## config.mk

```make
export PLATFORM = sky130hd
export DESIGN_NAME = uart_rx_deframer
export DESIGN_NICKNAME = d
export VERILOG_FILES = /design/src/rtl/uart_rx_deframer.sv
export SDC_FILE = /design/constraint.sdc
export NUM_CORES = 1
export LEC_CHECK = 0
export BUFFER_PORTS_ARGS = -buffer_cell sky130_fd_sc_hd__buf_2
export CAP_MARGIN = 5
export CORE_MARGIN = 2
export CORE_UTILIZATION = 45
export DETAILED_ROUTE_END_ITERATION = 10
export HOLD_SLACK_MARGIN = 0.1
export PLACE_DENSITY = 0.69
export SETUP_SLACK_MARGIN = 0.02
export SYNTH_ARGS = -nofsm -noshare
export SYNTH_HDL_FRONTEND = slang
export SYNTH_SLANG_ARGS = --single-unit
```

## constraint.sdc

```tcl
create_clock -name clk -period 2.6 [get_ports clk]
set_input_delay 0.26 -clock clk [delete_from_list [all_inputs] [get_ports clk]]
set_output_delay 0.26 -clock clk [all_outputs]
set_load 0.02 [all_outputs]
```

## src/rtl/uart_rx_deframer.sv

```systemverilog
// UART receive deframer: synchronises rs232_rx, mid-bit samples an 8-bit LSB-first frame, strobes byte/error flags.
// Define UART_RX_PARITY_EN to add one even-parity bit between the data bits and the stop bit.
module uart_rx_deframer #(
  parameter int CLKS_PER_BIT = 5208
) (
  input  logic       clk,
  input  logic       rst,
  input  logic       rs232_rx,
  output logic [7:0] rx_data,
  output logic       rx_valid,
  output logic       frame_err,
  output logic       parity_err,
  output logic       rx_busy
);

  localparam int HALF = CLKS_PER_BIT / 2;
  localparam int CW   = $clog2(CLKS_PER_BIT);
  localparam logic [CW-1:0] BIT_LAST  = CW'(CLKS_PER_BIT - 1);
  localparam logic [CW-1:0] HALF_LAST = CW'(HALF - 1);

`ifdef UART_RX_PARITY_EN
  typedef enum logic [2:0] {IDLE, START, DATA, PARITY, STOP, WAIT_HIGH} state_t;
`else
  typedef enum logic [2:0] {IDLE, START, DATA, STOP, WAIT_HIGH} state_t;
`endif

  state_t        state;
  logic          rx_s1, rx_s2, rx_d;
  logic [CW-1:0] cnt;
  logic [2:0]    idx;
  logic [7:0]    shift;
`ifdef UART_RX_PARITY_EN
  logic          par_mismatch;
  logic          parity_err_q;
  assign parity_err = parity_err_q;
`else
  assign parity_err = 1'b0;
`endif

  // NOTE: all state uses non-blocking assignments so every branch sees the pre-edge values of rx_s2, cnt and idx.
  always_ff @(posedge clk) begin
    if (rst) begin
      rx_s1     <= 1'b1;
      rx_s2     <= 1'b1;
      rx_d      <= 1'b1;
      state     <= IDLE;
      cnt       <= '0;
      idx       <= '0;
      shift     <= '0;
      rx_data   <= '0;
      rx_valid  <= 1'b0;
      frame_err <= 1'b0;
      rx_busy   <= 1'b0;
`ifdef UART_RX_PARITY_EN
      par_mismatch <= 1'b0;
      parity_err_q <= 1'b0;
`endif
    end else begin
      rx_s1     <= rs232_rx;
      rx_s2     <= rx_s1;
      rx_d      <= rx_s2;
      rx_valid  <= 1'b0;
      frame_err <= 1'b0;
`ifdef UART_RX_PARITY_EN
      parity_err_q <= 1'b0;
`endif
      case (state)
        IDLE: begin
          if (rx_d && !rx_s2) begin
            state   <= START;
            cnt     <= '0;
            rx_busy <= 1'b1;
          end
        end
        START: begin
          if (cnt == HALF_LAST) begin
            cnt <= '0;
            idx <= '0;
            // A line already high again at mid-start is a glitch, not a frame.
            if (!rx_s2) begin
              state <= DATA;
            end else begin
              state   <= IDLE;
              rx_busy <= 1'b0;
            end
          end else begin
            cnt <= cnt + 1'b1;
          end
        end
        DATA: begin
          if (cnt == BIT_LAST) begin
            cnt        <= '0;
            shift[idx] <= rx_s2;
            idx        <= idx + 3'd1;
            if (idx == 3'd7) begin
`ifdef UART_RX_PARITY_EN
              state <= PARITY;
`else
              state <= STOP;
`endif
            end
          end else begin
            cnt <= cnt + 1'b1;
          end
        end
`ifdef UART_RX_PARITY_EN
        PARITY: begin
          if (cnt == BIT_LAST) begin
            cnt          <= '0;
            par_mismatch <= (^shift) ^ rx_s2;
            state        <= STOP;
          end else begin
            cnt <= cnt + 1'b1;
          end
        end
`endif
        STOP: begin
          if (cnt == BIT_LAST) begin
            cnt <= '0;
            // Leaving at mid-stop lets the next start edge be caught without loss.
            if (rx_s2) begin
              rx_data  <= shift;
              rx_valid <= 1'b1;
`ifdef UART_RX_PARITY_EN
              parity_err_q <= par_mismatch;
`endif
              state    <= IDLE;
              rx_busy  <= 1'b0;
            end else begin
              frame_err <= 1'b1;
              state     <= WAIT_HIGH;
            end
          end else begin
            cnt <= cnt + 1'b1;
          end
        end
        WAIT_HIGH: begin
          // A held-low (break) line must return high before another start is armed.
          if (rx_s2) begin
            state   <= IDLE;
            rx_busy <= 1'b0;
          end
        end
        default: begin
          state   <= IDLE;
          rx_busy <= 1'b0;
        end
      endcase
    end
  end

endmodule

```

==> metrics.md, run 1 <==
| Metric | Value |
|---|---|
| Status | complete, no violations |
| Crit end category | flip-flop |
| Remaining DRCs | 0 |
| Post-synthesis simple-gate area fraction | 0.322 |
| Clk sinks | slightly above 40 |
| Fin util | 0.512 |
| Syn Nets | 240 |
| FF+latch count, synth | 41 |
| Post-synth EDFFs | 0 |
| Rows | 24 |
| # resized after CTS | 0 |
| Max Slew Vio Count | 0 |
| Detail Route Antenna Nets | 0 |
| Area leader, netlist | dfxtp_1 |
| Via density | 5.64 |
| Slew Limit Headroom | 0.611 |
| Max IR drop VDD | approximately 330 uV |
| Worst-Margin Slew | 0.583 ns |
| Antenna diode count | 0 |
| Tot GR Track Use | 0.165 |
| Worst skew pair latency | roughly 0.30 ns |
| Mapped Area | around 2000 sq um |
| Postcts setup bufs | 0 |
| Mean Syn Cell Area | 8.48 sq um |
| Clk pin slew, worst setup/hold paths | approximately 0.080 ns |
| Post-synth ARST share | 0 |
| PnR Total Power | between 1000 and 1500 uW |
| Chip width | 70.4 um |
| Number of port buffers | 13 |
| CP startpoint kind | flip-flop |
| Core area | around 4300 sq um |
| Htree depth | 2 |
| Placed cell count | a little under 300 |
| Placer Congestion | slightly below 0.8 |
| RSZ-0062 raised after global routing | no |
| Final worst-path cycle share | 0.855 |
| Non-Filler Instances | 298 |
| Lkg Pwr | between 0.0007 and 0.0008 uW |
| Share of cells above drive strength 1 | 0.134 |
| Max clock buf depth | 2 |
| Die ar. | just under 5000 sq um |
| First drt pass iteration count | 4 |
| Starting Density | 0.462 |
| Worst Hold Depth | 2 |
| Synth top area share | 0.414 |
| Yosys cell types | 46 |
| Reg-to-Reg End | rx_data[1] |
| Synthesized instance count | 234 |
| Final Hold Viols | 0 |
| Critical path data arrival time | between 2 and 2.5 ns |
| Largest net degree at the start of global routing | 34 |
| Final Setup Violations | 0 |
| # hold bufs at CTS | 0 |
| Clock root buffer | clkbuf_8 |
| Reg2Reg Depth | 6 |
| Crit path largest cell delay | between 0.5 and 0.6 ns |
| 1st-iter DRT viols | between 200 and 250 |
| Vias in the first global route | 1,424 |
| R2r setup slk | about 0.38 ns |
| Fill cell count | roughly 390 |
| Total CTS buffers | 5 |
| Final setup TNS | 0 ns |
| Compound-Gate Fraction of Synth Area | 0.127 |
| Synth-to-Final Area Change | 10.8% |
| Die H | ~70 um |
| Fin crit period | between 2 and 2.5 ns |
| RR Startpoint | cnt[0] |
| Crit Path Class | flip-flop to flip-flop |
| Initial antenna violation count | 0 |
| PwrDens | roughly 550 nW/um^2 |
| DP Wirelength | roughly 2700 um |
| Register area | slightly above 800 sq um |
| Adder-Cell Fraction of Synth Area | 0.0189 |
| Routed wire per std cell | around 13 um |
| Cells along the critical path | ha_1, nor4b_4, nand4_4, nor3_4, mux2i_1, nor2_1 |
| WP data required | 2.78 ns |
| Final Net Count | about 250 |
| Hold WC Path Type | primary input to flip-flop |
| Vias | about 1,700 |
| Max-cap violation count | 0 |
| Max Fanout on Critical Path | 14 |
| Multi-input gate area | 1090 sq um |
| Num ports | 15 |
| Synth Flop Type | dfxtp_1 |
| Min-delay src | rs232_rx |
| Largest family of logic cells by synthesized area | simple AND/OR/NAND/NOR gates |
| Seq/Total Area, Yosys | 0.414 |
| Top cells by area, synth | dfxtp_1 (41%), mux2i_1 (8.1%), nor2_1 (6.2%) |
| Mux contribution to synthesized area | 0.0807 |
| First-pass GRT wire length | 6480 um |
| Xor/xnor share of the synthesized area | 0 |
| Hold Crit Endpoint | rx_s1 |
| Buf/Inv on CP | 0 |
| Fmax | between 400 and 500 MHz |
| Crit path max-delay cell type | nor3_4 |
| CTS tree | yes |
| Grt ovf | 0 |
| WL final | a little under 4000 um |
| Final Skew | between 0.006 and 0.007 ns |
| Cell family with most CP delay | simple AND/OR/NAND/NOR gates |
| Yosys warning count | 0 |
[worst max path at each step]
stage	cells after the start	slack, ns	endpoint	startpoint
CTS	6	0.35	rx_data[1]	cnt[0]
floorplan	7	0.77	cnt[6]	cnt[0]
global route	6	0.15	rx_data[0]	cnt[0]
detailed placement	6	0.37	rx_data[3]	cnt[0]
global placement	6	0.46	rx_data[0]	cnt[0]
finish	6	0.38	rx_data[1]	cnt[0]
[metal layers]
layer	global-route usage	wire (um)	vias up	part of all wire
met4	0.0641	60	0	0.015
met1	0.225	2040	781	0.52
li1	-	-	861	-
met3	0.0476	178	7	0.045
met5	0	0	-	0
met2	0.245	1640	32	0.42
[where the power goes]
part	switching, uW	internal (uW)
registers	4.19	632
logic	36.4	16.7
clock network	236	287
[synth_stat cells (4+ instances only)]
| master | n |
|---|---|
| dfxtp_1 | 41 |
| nor3_1 | 6 |
| nand4_1 | 6 |
| or3_1 | 8 |
| a22oi_1 | 7 |
| a21oi_1 | 10 |
| o21ai_0 | 9 |
| inv_1 | 5 |
| nand2b_1 | 5 |
| nand2_1 | 24 |
| nand3_1 | 8 |
| or2_2 | 5 |
| nor4_1 | 4 |
| clkbuf_1 | 8 |
| mux2i_1 | 16 |
| nor2_1 | 33 |
[flip-flops by register name, summed over array words and instances, names as in the netlist]
name       count
idx            3
frame_err      1
shift          8
rx_s1          1
rx_valid       1
rx_busy        1
state          3
rx_s2          1
rx_d           1
rx_data        8
cnt           13
[metrics by stage]
step | instance area (sq um) | setup slack, ns | hold WS [ns]
5_1_grt | 2200 | 0.153 | 0.138
3_3_place_gp | 2080 | 0.457 | 0.392
2_1_floorplan | 1980 | 0.772 | 0.364
3_5_place_dp | 2080 | 0.366 | 0.396
4_1_cts | 2200 | 0.352 | 0.129
6_report | 2200 | 0.377 | 0.138
[logic make-up after synthesis]
| kind of cell | after synthesis |
|---|---|
| buf+inv | 17 |
| simple gates | 117 |
| fa+ha+maj | 3 |
| mux | 16 |
| flops | 41 |
| other cells | 1 |
| compound gates | 39 |
[area by class of cell]
cell class / instances / area share
inverter: 5 / 0.00853
sequential: 41 / 0.373
multi-input combinational: 176 / 0.497
timing repair buffer: 16 / 0.0398
clock inverter: 3 / 0.0210
clock buffer: 5 / 0.0313
tap: 52 / 0.0296
[cells in the final DEF (no fill, tap or decap), types with 3 or more instances in the layout]
cell type  Yosys  routed
o21ai_0        9       9
nor3_1         6       6
ha_1           3       3
nand4_1        6       6
nor2b_1        3       3
nor2_1        33      33
or3_1          8       8
nand2b_1       5       5
inv_1          5       5
or2_2          5       5
a21oi_1       10      10
dfxtp_1       41      41
buf_2          3      13
mux2i_1       16      16
clkbuf_8       0       5
buf_4          1       3
nand3_1        8       8
nor4_1         4       4
nand2_1       24      24
a22oi_1        7       7
Power figures use the tool's default switching activity.
==> run 2: changes to the inputs <==
--- a/config.mk
+++ b/config.mk
@@ -5,13 +5,13 @@
 export SDC_FILE = /design/constraint.sdc
 export NUM_CORES = 1
 export LEC_CHECK = 0
-export BUFFER_PORTS_ARGS = -buffer_cell sky130_fd_sc_hd__buf_2
 export CAP_MARGIN = 5
 export CORE_MARGIN = 2
 export CORE_UTILIZATION = 45
 export DETAILED_ROUTE_END_ITERATION = 10
+export DONT_BUFFER_PORTS = 1
 export HOLD_SLACK_MARGIN = 0.1
-export PLACE_DENSITY = 0.69
+export PLACE_DENSITY = 0.66
 export SETUP_SLACK_MARGIN = 0.02
 export SYNTH_ARGS = -nofsm -noshare
 export SYNTH_HDL_FRONTEND = slang
==> run 2 against run 1 <==
- clock power shrank 7.8%
- register-to-register slack lost 0.02 ns
- hold slack lost 0.032 ns
- sequential share of layout area grew 1.3 points
- final cell count shrank 4.7%
- routed wire length shrank 1.2%
- worst setup slack lost 0.017 ns
- largest power group unchanged
- highest routed layer unchanged
- utilization shrank 1.7 points
- fmax shrank 0.78%
- global-route usage grew 0.36 points
- cell area shrank 3.2%
- via count shrank 3.7%
- largest cell class unchanged
==> metrics.md, run 2 (same netlist as run 1, synthesis figures left out) <==
| Metric | Value |
|---|---|
| CP startpoint kind | flip-flop |
| Chip width | 70.4 um (unchanged) |
| Final Skew | 0.00697 ns (+0.0000385 ns) |
| Worst hold slack | 0.106 ns (-0.0320 ns) |
| Clk pwr share | 0.413 (-0.019) |
| PnR Total Power | 1170 uW (-3.7%) |
| Max clock buf depth | 2 (unchanged) |
| Fmax | 446 MHz (-0.78%) |
| Number of port buffers | 0 (-13) |
| Multi-input gate area | 1090 sq um (unchanged) |
| Clk pin slew, worst setup/hold paths | 0.08 ns (about the same) |
| Hold WC Path Type | primary input to flip-flop |
| Most flops, register | cnt |
| Final Hold Viols | 0 (unchanged) |
| Routed wire per std cell | 13.6 um (+3.6%) |
| Worst skew pair latency | 0.29 ns (about the same) |
| # resized after CTS | 0 (unchanged) |
| PwrDens | 549 nW/um^2 (-0.46%) |
| Crit path max-delay cell type | nor3_4 |
| RSZ-0062 raised after global routing | no |
| Post-route cell area | 2130 sq um (-3.2%) |
| Vias | 1,618 (-3.7%) |
| CTS tree | yes |
| First-pass GRT wire length | 6790 um (+4.8%) |
| Max Slew Vio Count | 0 (unchanged) |
| Starting Density | 0.462 (unchanged) |
| Commonest non-fill, non-tap cell in the layout | dfxtp_1 |
| Initial antenna violation count | 0 (unchanged) |
| Core area | 4290 sq um (unchanged) |
| Slew Limit Headroom | 0.377 (-0.234) |
| Placement Cell Area | 2000 sq um (-3.8%) |
| Rows | 24 (unchanged) |
| 1st-iter DRT viols | 135 (-34%) |
| Synth-to-Final Area Change | 7.25% |
| Max reg flops | 13 (unchanged) |
| Antenna diode count | 0 (unchanged) |
| Commonest cells after routing, fill and taps aside | dfxtp_1 (41), nor2_1 (33), nand2_1 (24) |
| Cells along the critical path | ha_1, nor4b_4, nand4_4, nor3_4, mux2i_1, nor2_1 |
| Htree depth | 2 (unchanged) |
| Status | complete, no violations |
| Crit Path Class | flip-flop to flip-flop |
| Detail Route Antenna Nets | 0 (unchanged) |
| Lkg Pwr | 0.000685 uW (-9.2%) |
| Worst-Margin Slew | 0.931 ns (+0.348 ns) |
| Buf/Inv on CP | 0 (unchanged) |
| P_sw | 242 uW (-13%) |
| Fin util | 0.496 (-0.0166) |
| Critical path data arrival time | 2.38 ns (-0.02 ns) |
| Total CTS buffers | 5 (unchanged) |
| R2r setup slk | 0.36 ns (-0.02 ns) |
| Max Fanout on Critical Path | 14 (unchanged) |
| Max IR drop VDD | 346 uV (+3.6%) |
| Net Sw Frac | 0.207 (-0.0210) |
| First drt pass iteration count | 5 (+1) |
| Final worst-path cycle share | 0.862 (+0.00672) |
| P_int | 926 uW (-1.1%) |
| Regs by FF count | cnt: 13 flops, rx_data: 8 flops, shift: 8 flops |
| Fin crit period | 2.24 ns (+0.0175 ns) |
| Tot GR Track Use | 0.169 (+0.00356) |
| Fill cell count | 414 (+5.3%) |
| WL final | 3870 um (-1.2%) |
| Seq pwr share | 0.548 (+0.024) |
| Share of cells above drive strength 1 | 0.0733 (-0.0609) |
| Placer Congestion | 0.845 (+7.5%) |
| Remaining DRCs | 0 (unchanged) |
| DP Wirelength | 2640 um (-1.2%) |
| Die ar. | 4960 sq um (unchanged) |
| Max-cap violation count | 0 (unchanged) |
| Die H | 70.4 um (unchanged) |
| Largest net degree at the start of global routing | 28 (-18%) |
| Via density | 5.70 (+1.0%) |
| Num ports | 15 (unchanged) |
| Final setup TNS | 0 ns (unchanged) |
| Register area | 821 sq um (unchanged) |
| Final Net Count | 238 (-5.2%) |
| Grt ovf | 0 (unchanged) |
| Combinational share of power | 0.039 (-0.005) |
| Clock root buffer | clkbuf_8 |
| Crit path largest cell delay | 0.54 ns (about the same) |
| Clk sinks | 41 (unchanged) |
| Cell family with most CP delay | simple AND/OR/NAND/NOR gates |
| Final Setup Violations | 0 (unchanged) |
| Vias in the first global route | 1,513 (+6.3%) |
| WP data required | 2.74 ns (-0.04 ns) |
| Crit end category | flip-flop |
run 2: repair_timing:
| action | in CTS | in global routing |
|---|---|---|
| setup buffers | 0 | 0 |
| hold buffers | 2 | 0 |
| hold endpoints to repair | 27 | 0 |
run 2: metrics by stage:
step,setup slack (ns),instances
finish,0.359,284
global route,0.124,284
CTS,0.360,284
detailed placement,0.422,275
global placement,0.492,275
floorplan,0.772,234
run 2: cell type report:
cell class | count | share of cell area
clock buffers | 5 | 0.0323
clock inverters | 2 | 0.0165
inverters | 5 | 0.00882
multi-input cells | 176 | 0.513
flip-flops and latches | 41 | 0.386
well taps | 52 | 0.0306
repair buffers | 3 | 0.0129
run 2: per-layer routing:
metal / wire, um / track usage
met5: 0 / 0
met2: 1730 / 0.264
met3: 174 / 0.0462
met4: 52 / 0.0513
met1: 1910 / 0.226
run 2: power by group through the flow:
stage | sequential (uW) | clock [uW] | combinational [uW]
after floorplan | 652 | 0 | 36.8
after detailed placement | 655 | 0 | 37.5
after global placement | 655 | 0 | 37.2
final | 640 | 483 | 45.4
after global routing | 641 | 519 | 51.7
after CTS | 640 | 498 | 45.7
run 2: path summary, 6_finish.rpt:
path	from	end	cells after the start
max reg2reg	cnt[0]	rx_data[2]	6
min reg2reg	rx_s1	rx_s2	1
max	cnt[0]	rx_data[2]	6
min	rst	rx_d	1
run 2: worst reg2reg max path, delay by kind of cell, from the launching register on:
kind,cells,cell delay (ns)
flops,1,0.39
fa+ha+maj,1,0.26
simple gates,4,1.20
mux,1,0.24
